[src/rtl/pml_pkg.sv]
// Shared definitions for the program-memory loader.
// Holds the loader FSM state type, the default frame sync byte and the
// program-memory geometry shared with the program memory and core decode.
// Optional build macro used by the loader: PML_TIMEOUT_EN.
package pml_pkg;

  // Program memory geometry: 11-bit PC, 14-bit instruction words.
  localparam int unsigned PML_ADDR_W = 11;
  localparam int unsigned PML_DATA_W = 14;

  localparam logic [7:0] PML_SYNC_BYTE = 8'hA5;

  typedef enum logic [2:0] {
    StIdle,
    StLenHi,
    StLenLo,
    StWHi,
    StWLo,
    StChk,
    StDone,
    StErr
  } pml_state_e;

  // True while a frame is being received (between SYNC and the end of CHK).
  function automatic logic pml_in_frame(pml_state_e s);
    return (s == StLenHi) || (s == StLenLo) || (s == StWHi) || (s == StWLo) || (s == StChk);
  endfunction

endpackage

[src/rtl/pml_word_asm.sv]
// Byte-pair to instruction-word assembler for the program-memory loader.
// Latches the HI byte, and on the LO byte issues a one-cycle program-memory
// write of {hi[5:0], lo} at the supplied index.
// Ports:
//   clk, rst_n   clock, asynchronous active-low reset
//   clr          frame start: return write address to 0
//   hi_load      accept a valid HI byte
//   lo_load      accept a LO byte and launch the write
//   rx_byte      incoming byte
//   wr_idx       word index for the write being launched
//   hi_bad       HI byte reserved bits [7:6] are nonzero
//   pm_we        one-cycle write strobe
//   pm_addr      write address, held between writes
//   pm_wdata     write data
module pml_word_asm
  import pml_pkg::*;
#(
  parameter int unsigned ADDR_W = PML_ADDR_W,
  parameter int unsigned DATA_W = PML_DATA_W
) (
  input  logic              clk,
  input  logic              rst_n,
  input  logic              clr,
  input  logic              hi_load,
  input  logic              lo_load,
  input  logic [7:0]        rx_byte,
  input  logic [ADDR_W-1:0] wr_idx,
  output logic              hi_bad,
  output logic              pm_we,
  output logic [ADDR_W-1:0] pm_addr,
  output logic [DATA_W-1:0] pm_wdata
);

  logic [5:0]        hi_q;
  logic              we_q;
  logic [ADDR_W-1:0] addr_q;
  logic [DATA_W-1:0] wdata_q;

  assign hi_bad = |rx_byte[7:6];

  always_ff @(posedge clk or negedge rst_n) begin
    if (!rst_n) begin
      hi_q    <= '0;
      we_q    <= 1'b0;
      addr_q  <= '0;
      wdata_q <= '0;
    end else begin
      we_q <= lo_load;
      if (hi_load) begin
        hi_q <= rx_byte[5:0];
      end
      if (lo_load) begin
        addr_q  <= wr_idx;
        wdata_q <= DATA_W'({hi_q, rx_byte});
      end else if (clr) begin
        addr_q <= '0;
      end
    end
  end

  assign pm_we    = we_q;
  assign pm_addr  = addr_q;
  assign pm_wdata = wdata_q;

endmodule

[src/rtl/prog_mem_loader.sv]
// Program-memory loader: parses framed bytes
//   SYNC, LEN_HI, LEN_LO, N x (HI, LO), CHK
// writes the N words sequentially from address 0 and releases the CPU only
// after a frame whose byte sum (everything after SYNC, incl. CHK) is zero.
// Optional macro PML_TIMEOUT_EN: inter-byte timeout of TIMEOUT_CYC cycles
// forces the frame into the error state.
// Ports:
//   clk, rst_n          clock, asynchronous active-low reset
//   rx_valid/rx_data    incoming byte; consumed when rx_valid && rx_ready
//   rx_ready            low only during a program-memory write cycle
//   pm_we/addr/wdata    program-memory write port
//   cpu_hold            1 keeps the CPU in reset
//   load_done/load_err  outcome of the last frame
module prog_mem_loader
  import pml_pkg::*;
#(
  parameter int unsigned ADDR_W      = PML_ADDR_W,
  parameter int unsigned DATA_W      = PML_DATA_W,
  parameter logic [7:0]  SYNC_BYTE   = PML_SYNC_BYTE,
  parameter int unsigned TIMEOUT_CYC = 100000
) (
  input  logic              clk,
  input  logic              rst_n,
  input  logic              rx_valid,
  input  logic [7:0]        rx_data,
  output logic              rx_ready,
  output logic              pm_we,
  output logic [ADDR_W-1:0] pm_addr,
  output logic [DATA_W-1:0] pm_wdata,
  output logic              cpu_hold,
  output logic              load_done,
  output logic              load_err
);

  pml_state_e        state_q, state_d;
  logic [ADDR_W-1:0] idx_q;
  logic [ADDR_W-1:0] n_q;
  logic [2:0]        len_hi_q;
  logic [7:0]        sum_q;

  logic        accept;
  logic        start;
  logic        in_frame;
  logic        hi_bad;
  logic        hi_load;
  logic        lo_load;
  logic [10:0] len_w;
  logic [7:0]  sum_next;
  logic        tmo_hit;

  assign accept   = rx_valid && rx_ready;
  assign in_frame = pml_in_frame(state_q);
  // SYNC restarts only outside a frame; inside one it is ordinary data.
  assign start    = accept && !in_frame && (rx_data == SYNC_BYTE);
  assign hi_load  = accept && (state_q == StWHi) && !hi_bad;
  assign lo_load  = accept && (state_q == StWLo);
  assign len_w    = {len_hi_q, rx_data};
  assign sum_next = sum_q + rx_data;

`ifdef PML_TIMEOUT_EN
  localparam int unsigned TMO_W = $clog2(TIMEOUT_CYC) + 1;
  logic [TMO_W-1:0] tmo_q;

  always_ff @(posedge clk or negedge rst_n) begin
    if (!rst_n) begin
      tmo_q <= '0;
    end else if (accept || !in_frame) begin
      tmo_q <= '0;
    end else begin
      tmo_q <= tmo_q + TMO_W'(1);
    end
  end

  assign tmo_hit = in_frame && (tmo_q == TMO_W'(TIMEOUT_CYC - 1));
`else
  assign tmo_hit = 1'b0;
`endif

  // State register
  always_ff @(posedge clk or negedge rst_n) begin
    if (!rst_n) begin
      state_q <= StIdle;
    end else begin
      state_q <= state_d;
    end
  end

  // Next-state logic
  always_comb begin
    state_d = state_q;
    unique case (state_q)
      StIdle, StDone, StErr: if (start) state_d = StLenHi;
      StLenHi: if (accept) state_d = (|rx_data[7:3]) ? StErr : StLenLo;
      StLenLo: if (accept) state_d = (len_w == '0) ? StErr : StWHi;
      StWHi:   if (accept) state_d = hi_bad ? StErr : StWLo;
      StWLo:   if (accept) state_d = (idx_q + ADDR_W'(1) == n_q) ? StChk : StWHi;
      StChk:   if (accept) state_d = (sum_next == 8'h00) ? StDone : StErr;
      default: state_d = StIdle;
    endcase
    if (tmo_hit && !accept) begin
      state_d = StErr;
    end
  end

  // Outputs
  always_comb begin
    rx_ready  = !pm_we;
    cpu_hold  = (state_q != StDone);
    load_done = (state_q == StDone);
    load_err  = (state_q == StErr);
  end

  // Frame datapath: length, word index and running checksum
  always_ff @(posedge clk or negedge rst_n) begin
    if (!rst_n) begin
      idx_q    <= '0;
      n_q      <= '0;
      len_hi_q <= '0;
      sum_q    <= '0;
    end else if (start) begin
      idx_q <= '0;
      sum_q <= '0;
    end else if (accept && in_frame) begin
      sum_q <= sum_next;
      if (state_q == StLenHi) len_hi_q <= rx_data[2:0];
      if (state_q == StLenLo) n_q <= ADDR_W'(len_w);
      if (lo_load) idx_q <= idx_q + ADDR_W'(1);
    end
  end

  pml_word_asm #(
    .ADDR_W (ADDR_W),
    .DATA_W (DATA_W)
  ) u_word_asm (
    .clk      (clk),
    .rst_n    (rst_n),
    .clr      (start),
    .hi_load  (hi_load),
    .lo_load  (lo_load),
    .rx_byte  (rx_data),
    .wr_idx   (idx_q),
    .hi_bad   (hi_bad),
    .pm_we    (pm_we),
    .pm_addr  (pm_addr),
    .pm_wdata (pm_wdata)
  );

endmodule
[config.mk]
export PLATFORM = sky130hd
export DESIGN_NAME = prog_mem_loader
export DESIGN_NICKNAME = d
export VERILOG_FILES = /design/src/rtl/pml_pkg.sv /design/src/rtl/pml_word_asm.sv /design/src/rtl/prog_mem_loader.sv
export SDC_FILE = /design/constraint.sdc
export NUM_CORES = 1
export LEC_CHECK = 0
export ABC_CLOCK_PERIOD_IN_PS = 4100
export CORE_MARGIN = 5
export CORE_UTILIZATION = 40
export DETAILED_ROUTE_END_ITERATION = 7
export PLACE_DENSITY = 0.72
export SLEW_MARGIN = 20
export SYNTH_ARGS = -nofsm -noshare
export SYNTH_HDL_FRONTEND = slang
export SYNTH_SLANG_ARGS = --single-unit
export TNS_END_PERCENT = 5
[constraint.sdc]
create_clock -name clk -period 4.1 [get_ports clk]
set_input_delay 1.23 -clock clk [delete_from_list [all_inputs] [get_ports clk]]
set_output_delay 1.23 -clock clk [all_outputs]
set_load 0.02 [all_outputs]
==> PnR_summary.wiki, run 1 <==
{| class="wikitable"
! Metric !! Value
|-
| Number of nets with antenna violations after detailed routing || 0
|-
| Worst hold path cell count || 2
|-
| Number of detailed-route iterations in the first pass || 4
|-
| Avg WL per Cell || 17.1 um
|-
| Data required time at the worst endpoint || 2.87 ns
|-
| Max Slew Vio Count || 0
|-
| Area of the die || 10900 sq um
|-
| Largest net degree at the start of global routing || 69
|-
| Sequential group share of total power || 0.400
|-
| Slew at the pin closest to its max-slew limit || 0.846 ns
|-
| First-pass GRT wire length || 14.9 mm
|-
| Avg Inst Size Synth || 10.0 sq um
|-
| Count of flip-flops with a built-in enable after synthesis || 0
|-
| Share of the synthesized area in the top cell type || 0.476
|-
| Reg-to-reg critical path endpoint || state_q[2]$_DFFE_PN0P_
|-
| Startpoint of the lowest-slack register-to-register path || idx_q[0]$_DFFE_PN0P_
|-
| Share of power burned in combinational logic || 0.376
|-
| Top library cells by usage in the layout, fill and taps aside || 68 x sky130_fd_sc_hd__dfrtp_1, 65 x sky130_fd_sc_hd__nand2_1, 39 x sky130_fd_sc_hd__clkdlybuf4s50_1
|-
| Via count || 2880
|-
| Slew margin rel. || 0.436
|-
| Final critical-path required period || 3.27 ns
|-
| Critical-path cell with the highest stage delay || sky130_fd_sc_hd__clkdlybuf4s50_1
|-
| Setup repair after global routing missed its margin || no
|-
| Status || completed
|-
| Number of buffers created by CTS || 9
|-
| Area Growth Syn to Fin || 19.8%
|-
| Clk sinks || 68
|-
| Count of mapped cells out of synthesis || 357
|-
| Clock Power Share || 0.224
|-
| Total number of placement rows || 34
|-
| R2R Setup Slk || 1.81 ns
|-
| Worst setup slack after placement || 0.647 ns
|-
| Reg2reg path depth || 6
|-
| Nets in the synthesized netlist || 377
|-
| Min-delay worst type || reg2reg
|-
| Final setup TNS || 0 ns
|-
| Via density per instance || 5.66
|-
| Clock skew after layout || 0.00468 ns
|-
| Internal power consumption || 1.72 mW
|-
| Total setup violations reported at the end of the flow || 0
|-
| Share of synthesized area occupied by flip-flops and latches || 0.476
|-
| Total of warnings raised by yosys || 0
|-
| # port buffers || 40
|-
| Sw power || 959 uW
|-
| Residual DRC count || 0
|-
| Peak Freq || 306 MHz
|-
| Total power per unit cell area || 625 nW/um^2
|-
| Total Wirelength || 8.71 mm
|-
| Largest driver fanout on the critical path || 12
|-
| Hold Fails Final Rpt || 0
|-
| Max-cap violations || 0
|-
| Post-cts repair resize count || 0
|-
| Root buffer selected by CTS || sky130_fd_sc_hd__clkbuf_8
|-
| Worst path max stage delay || 0.59 ns
|-
| Hold Startpoint || u_word_asm.hi_q[5]$_DFFE_PN0P_
|-
| Die outline height || 105 um
|-
| DIE WIDTH || 105 um
|-
| Number of buffers on the longest clock path || 2
|-
| Post-route fraction of the period consumed by the critical path || 0.797
|-
| Leak || 1.89 nW
|-
| Area of the core || 8720 sq um
|-
| Sw Share || 0.358
|-
| Synth Flop Type || sky130_fd_sc_hd__dfrtp_1
|-
| Count of antenna diodes in the layout || 0
|-
| Share of final-layout standard cells stronger than drive strength 1 || 0.137
|-
| Number of top-level pins || 41
|-
| GRT Overall Usage || 0.166
|-
| Clock tree from TritonCTS || yes
|-
| Worst-case vdd ir drop || 321 uV
|-
| Buffers inserted by post-CTS timing repair || 0
|-
| Share of flip-flops with an asynchronous set or reset || 1.00
|-
| CTS hold repair buffers || 0
|-
| Overall overflow remaining after global route || 0
|-
| Via count of the first global-routing pass || 2972
|-
| Combined area of all synthesized cells || 3580 sq um
|-
| Initial detailed-routing violation count || 191
|-
| Type of the setup path with the least slack || reg2out
|-
| Element type at the critical path start || flip-flop
|-
| Antenna violations before repair || 0
|-
| Cell type with the largest total area after synthesis || sky130_fd_sc_hd__dfrtp_1
|-
| Arrival time worst endpoint || 2.04 ns
|-
| Final Wtd Congestion || 0.959
|-
| Cell types with the largest area share after synthesis || sky130_fd_sc_hd__dfrtp_1 48%, sky130_fd_sc_hd__nand2_1 6.8%, sky130_fd_sc_hd__mux2_2 6.3%
|-
| Dpl hpwl || 6.01 mm
|-
| Leading cell type in the layout, fill and taps excluded || sky130_fd_sc_hd__dfrtp_1
|-
| Starting Density || 0.410
|-
| #FFs+latches synth || 68
|-
| Crit end category || output pin
|-
| Synth unique cells || 59
|-
| # H-tree levels || 3
|-
| Nets || 418
|-
| Worst-path cell chain || nand2_1, or2_2, inv_1, clkdlybuf4s50_1
|-
| Setup slack of the critical path after layout || 0.831 ns
|-
| Filler cell count || 795
|-
| Hold-critical path endpoint || u_word_asm.pm_wdata[13]$_DFFE_PN0P_
|-
| Clock input transition at the sequential cells of the worst setup and hold paths || 0.07 ns
|-
| Clock latency reported for the late side of the worst-skew pair || 0.34 ns
|}
-- flip-flops by register name (all words and copies together) (netlist names) --
name and flops:
idx_q 11, u_word_asm.pm_we 1, u_word_asm.pm_addr 11, n_q 11, sum_q 8, len_hi_q 3, u_word_asm.hi_q 6, state_q 3
u_word_asm.pm_wdata 14
-- cells in the mapped netlist (all sizes together), types with 2 or more instances --
| cell type | number |
|---|---|
| xor2 | 6 |
| or4 | 3 |
| inv | 7 |
| mux2i | 4 |
| xnor2 | 6 |
| nand4b | 2 |
| clkbuf | 6 |
| ha | 8 |
| o41ai | 2 |
| buf | 12 |
| a22o | 14 |
| and3 | 2 |
| and3b | 2 |
| a211oi | 7 |
| dfrtp | 68 |
| nor3 | 7 |
| nand4 | 4 |
| o21a | 2 |
| nand2 | 65 |
| a21o | 4 |
| or4b | 3 |
| and2 | 3 |
| nand3 | 7 |
| or2 | 2 |
| o31ai | 6 |
| o21ai | 24 |
| nor3b | 3 |
| a31oi | 3 |
| nor2 | 21 |
| nor4 | 5 |
| mux2 | 20 |
| nor2b | 5 |
| a21oi | 7 |
| o22ai | 2 |
-- power by group through the flow --
| stage | combinational, mW | clock (mW) | sequential [mW] |
|---|---|---|---|
| 5_1_grt | 1.12 | 0.638 | 1.10 |
| 3_3_place_gp | 0.969 | 0 | 1.06 |
| 2_1_floorplan | 0.686 | 0 | 1.05 |
| 4_1_cts | 1.01 | 0.614 | 1.06 |
| 3_5_place_dp | 0.999 | 0 | 1.08 |
| 6_report | 1.01 | 0.600 | 1.07 |
-- area by class of cell --
type / instances / area, sq um / share of cell area
Multi-Input combinational cell: 264 / 1760 / 0.411
Timing Repair Buffer: 48 / 455 / 0.106
Clock buffer: 12 / 145 / 0.0339
Inverter: 7 / 26.3 / 0.00613
Clock inverter: 2 / 60.1 / 0.0140
Sequential cell: 68 / 1700 / 0.397
Tap cell: 108 / 135 / 0.0315
-- critical path, delay by kind of cell, from the launching register on --
family | cells | cell delay, ns
buffers and inverters | 2 | 0.65
DFF | 1 | 0.56
and+or+nand+nor | 2 | 0.49
-- logic make-up after synthesis --
kind of cell,count (synthesis),synth area share
xor+xnor,12,0.0294
fa+ha+maj,9,0.0336
simple gates,137,0.193
compound gates,82,0.162
flops,68,0.476
mux,24,0.0742
buf+inv,25,0.0318
-- per-layer routing --
layer | global-route usage | wire (um) | vias to the layer above
li1 | - | - | 1376
met1 | 0.211 | 3870 | 1420
met2 | 0.269 | 4220 | 68
met3 | 0.0456 | 455 | 16
met4 | 0.0638 | 166 | 0
met5 | 0 | 0 | -
-- stage by stage --
stage / hold WS (ns) / cell area (sq um) / util / total power [mW] / cells
after floorplan: 0.435 / 3580 / - / 1.74 / 357
after global placement: 0.449 / 4080 / 0.468 / 2.03 / 495
after detailed placement: 0.456 / 4080 / 0.468 / 2.07 / 495
after CTS: 0.472 / 4280 / 0.491 / 2.69 / 509
after global routing: 0.499 / 4280 / 0.491 / 2.85 / 509
final: 0.470 / 4280 / 0.491 / 2.68 / 509
-- how the worst max path moves through the flow --
stage,start,endpoint,slack (ns),cells past startpoint
after floorplan,rx_data[0],state_q[0]$_DFFE_PN0P_,1.24,7
after global placement,rx_data[0],state_q[0]$_DFFE_PN0P_,0.62,8
after detailed placement,rx_data[1],state_q[0]$_DFFE_PN0P_,0.65,7
after CTS,state_q[2]$_DFFE_PN0P_,load_done,0.82,4
after global routing,state_q[2]$_DFFE_PN0P_,load_done,0.72,4
final,state_q[2]$_DFFE_PN0P_,load_done,0.83,4
(Power assumes the default switching activity.)
==> run 2, diff against run 1 <==
--- a/config.mk
+++ b/config.mk
@@ -5,11 +5,11 @@
 export SDC_FILE = /design/constraint.sdc
 export NUM_CORES = 1
 export LEC_CHECK = 0
-export ABC_CLOCK_PERIOD_IN_PS = 4100
+export ABC_CLOCK_PERIOD_IN_PS = 2950
 export CORE_MARGIN = 5
 export CORE_UTILIZATION = 40
 export DETAILED_ROUTE_END_ITERATION = 7
-export PLACE_DENSITY = 0.72
+export PLACE_DENSITY = 0.74
 export SLEW_MARGIN = 20
 export SYNTH_ARGS = -nofsm -noshare
 export SYNTH_HDL_FRONTEND = slang
==> constraint.sdc (replaced) <==
create_clock -name clk -period 2.95 [get_ports clk]
set_input_delay 0.885 -clock clk [delete_from_list [all_inputs] [get_ports clk]]
set_output_delay 0.885 -clock clk [all_outputs]
set_load 0.02 [all_outputs]
==> run 2 against run 1 <==
Setup slack worse by 0.66 ns. Design area grew 3.7%. Critical endpoint unchanged. Wire length fell by 2.8%. Largest cell class unchanged. Highest routed layer unchanged.
==> PnR_summary.wiki, run 2 (synthesized netlist as in run 1, its figures left out) <==
{| class="wikitable"
! Metric !! Value
|-
| Status || completed
|-
| Via count || 2892 (+0.42%)
|-
| Largest net degree at the start of global routing || 69 (unchanged)
|-
| Peak Freq || 360 MHz
|-
| Setup repair after global routing missed its margin || no
|-
| Filler cell count || 778 (-2.1%)
|-
| Reg-to-reg critical path endpoint || state_q[2]$_DFFE_PN0P_
|-
| Max Slew Vio Count || 0 (unchanged)
|-
| Cells after DPL || 513 (+3.6%)
|-
| Total number of placement rows || 34 (unchanged)
|-
| Final Wtd Congestion || 0.859 (-10%)
|-
| Startpoint of the lowest-slack register-to-register path || idx_q[0]$_DFFE_PN0P_
|-
| Starting Density || 0.410 (unchanged)
|-
| Number of buffers on the longest clock path || 2 (unchanged)
|-
| CTS hold repair buffers || 0 (unchanged)
|-
| Initial detailed-routing violation count || 154 (-19%)
|-
| Largest register FFs || 14 (unchanged)
|-
| Type of the setup path with the least slack || reg2out
|-
| Total Wirelength || 8.46 mm (-2.8%)
|-
| Clk sinks || 68 (unchanged)
|-
| Setup slack of the critical path after layout || 0.176 ns (-0.655 ns)
|-
| Top library cells by usage in the layout, fill and taps aside || 67 x sky130_fd_sc_hd__dfrtp_1, 65 x sky130_fd_sc_hd__nand2_1, 39 x sky130_fd_sc_hd__clkdlybuf4s50_1
|-
| Min-delay worst type || reg2reg
|-
| Area Growth Syn to Fin || 24.3%
|-
| Slew margin rel. || 0.691 (+0.256)
|-
| Area of the die || 10900 sq um (unchanged)
|-
| R2R Setup Slk || 0.69 ns (-1.12 ns)
|-
| Area of the core || 8720 sq um (unchanged)
|-
| Final Cell Area || 4440 sq um (+3.7%)
|-
| Dpl hpwl || 6.12 mm (+1.7%)
|-
| Arrival time worst endpoint || 1.89 ns (-0.15 ns)
|-
| Clock skew after layout || 0.00858 ns (+0.00389 ns)
|-
| Largest driver fanout on the critical path || 11 (-1)
|-
| Slew at the pin closest to its max-slew limit || 0.463 ns (-0.383 ns)
|-
| Share of final-layout standard cells stronger than drive strength 1 || 0.181 (+0.0434)
|-
| Max-cap violations || 0 (unchanged)
|-
| Final Core Density || 0.510 (+0.0184)
|-
| Total power per unit cell area || 843 nW/um^2 (+35%)
|-
| Count of antenna diodes in the layout || 0 (unchanged)
|-
| Launching element of the worst setup path || state_q[1]$_DFFE_PN0P_
|-
| Post-cts repair resize count || 0 (unchanged)
|-
| Crit end category || output pin
|-
| Buffers inserted by post-CTS timing repair || 0 (unchanged)
|-
| Die outline height || 105 um (unchanged)
|-
| GRT Overall Usage || 0.163 (-0.00309)
|-
| # port buffers || 40 (unchanged)
|-
| Critical Path Sink || load_done
|-
| Post-Place Cell Area || 4240 sq um (+3.9%)
|-
| Overall overflow remaining after global route || 0 (unchanged)
|-
| Number of nets with antenna violations after detailed routing || 0 (unchanged)
|-
| Number of standard cells in the layout, taps in and fillers out || 529 (+3.9%)
|-
| Root buffer selected by CTS || sky130_fd_sc_hd__clkbuf_8
|-
| Leading cell type in the layout, fill and taps excluded || sky130_fd_sc_hd__dfrtp_1
|-
| Clock input transition at the sequential cells of the worst setup and hold paths || 0.08 ns (about the same)
|-
| Avg WL per Cell || 16.0 um (-6.5%)
|-
| Leak || 1.98 nW (+4.9%)
|-
| Worst setup slack after placement || -0.153 ns (-0.800 ns)
|-
| Number of buffers created by CTS || 9 (unchanged)
|-
| Worst-case vdd ir drop || 329 uV (+2.4%)
|-
| Total Power Consumption || 3.75 mW (+40%)
|-
| Area taken by flip-flops and latches || 1700 sq um (about the same)
|-
| Total setup violations reported at the end of the flow || 0 (unchanged)
|-
| Clock latency reported for the late side of the worst-skew pair || 0.35 ns (about the same)
|-
| Clock tree from TritonCTS || yes
|-
| Minimum hold slack || 0.461 ns (-0.00923 ns)
|-
| Nets || 436 (+4.3%)
|-
| Data required time at the worst endpoint || 2.07 ns (-0.80 ns)
|-
| Number of top-level pins || 41 (unchanged)
|-
| Hold Fails Final Rpt || 0 (unchanged)
|-
| Element type at the critical path start || flip-flop
|-
| Via count of the first global-routing pass || 3002 (+1.0%)
|-
| Residual DRC count || 0 (unchanged)
|-
| Final critical-path required period || 2.77 ns
|-
| Via density per instance || 5.47 (-3.4%)
|-
| Number of detailed-route iterations in the first pass || 4 (unchanged)
|-
| Area used by multi-input combinational logic || 1760 sq um (unchanged)
|-
| Reg2reg path depth || 6 (unchanged)
|-
| First-pass GRT wire length || 14.7 mm (-1.3%)
|-
| Post-route fraction of the period consumed by the critical path || 0.940
|-
| # H-tree levels || 3 (unchanged)
|-
| DIE WIDTH || 105 um (unchanged)
|-
| Antenna violations before repair || 0 (unchanged)
|-
| Final setup TNS || 0 ns (unchanged)
|}
run 2: cell type report:
cell class	instances	share of cell area
Timing Repair Buffer	66	0.139
Inverter	7	0.00591
Multi-Input combinational cell	264	0.396
Clock buffer	13	0.0358
Tap cell	108	0.0304
Clock inverter	3	0.0101
Sequential cell	68	0.383
run 2: critical path: stages (launching register included):
cell	delay (ns)
sky130_fd_sc_hd__dfrtp_2	0.47
sky130_fd_sc_hd__nand2_1	0.13
sky130_fd_sc_hd__or2_2	0.30
sky130_fd_sc_hd__inv_1	0.05
sky130_fd_sc_hd__clkdlybuf4s50_1	0.59
run 2: power breakdown:
| part | total (mW) | switching [mW] | internal [mW] |
|---|---|---|---|
| Sequential | 1.44 | 0.231 | 1.21 |
| Combinational | 1.50 | 0.737 | 0.763 |
| Clock | 0.802 | 0.364 | 0.438 |
| Total | 3.75 | 1.33 | 2.41 |
run 2: worst min path at each step:
stage / depth (start not counted) / from / end
after floorplan: 2 / u_word_asm.hi_q[2]$_DFFE_PN0P_ / u_word_asm.pm_wdata[10]$_DFFE_PN0P_
after global placement: 2 / u_word_asm.hi_q[0]$_DFFE_PN0P_ / u_word_asm.pm_wdata[8]$_DFFE_PN0P_
after detailed placement: 2 / u_word_asm.hi_q[1]$_DFFE_PN0P_ / u_word_asm.pm_wdata[9]$_DFFE_PN0P_
after CTS: 2 / u_word_asm.hi_q[1]$_DFFE_PN0P_ / u_word_asm.pm_wdata[9]$_DFFE_PN0P_
after global routing: 2 / u_word_asm.hi_q[1]$_DFFE_PN0P_ / u_word_asm.pm_wdata[9]$_DFFE_PN0P_
final: 2 / u_word_asm.hi_q[1]$_DFFE_PN0P_ / u_word_asm.pm_wdata[9]$_DFFE_PN0P_
run 2: routing by layer:
metal  global-route usage  wire [um]  part of all wire  vias up
met5                    0          0                 0        -
met4               0.0611        167             0.020        0
met3               0.0438        366             0.043       19
met2                0.268       4140              0.49       61
met1                0.205       3790              0.45     1394
li1                     -          -                 -     1418
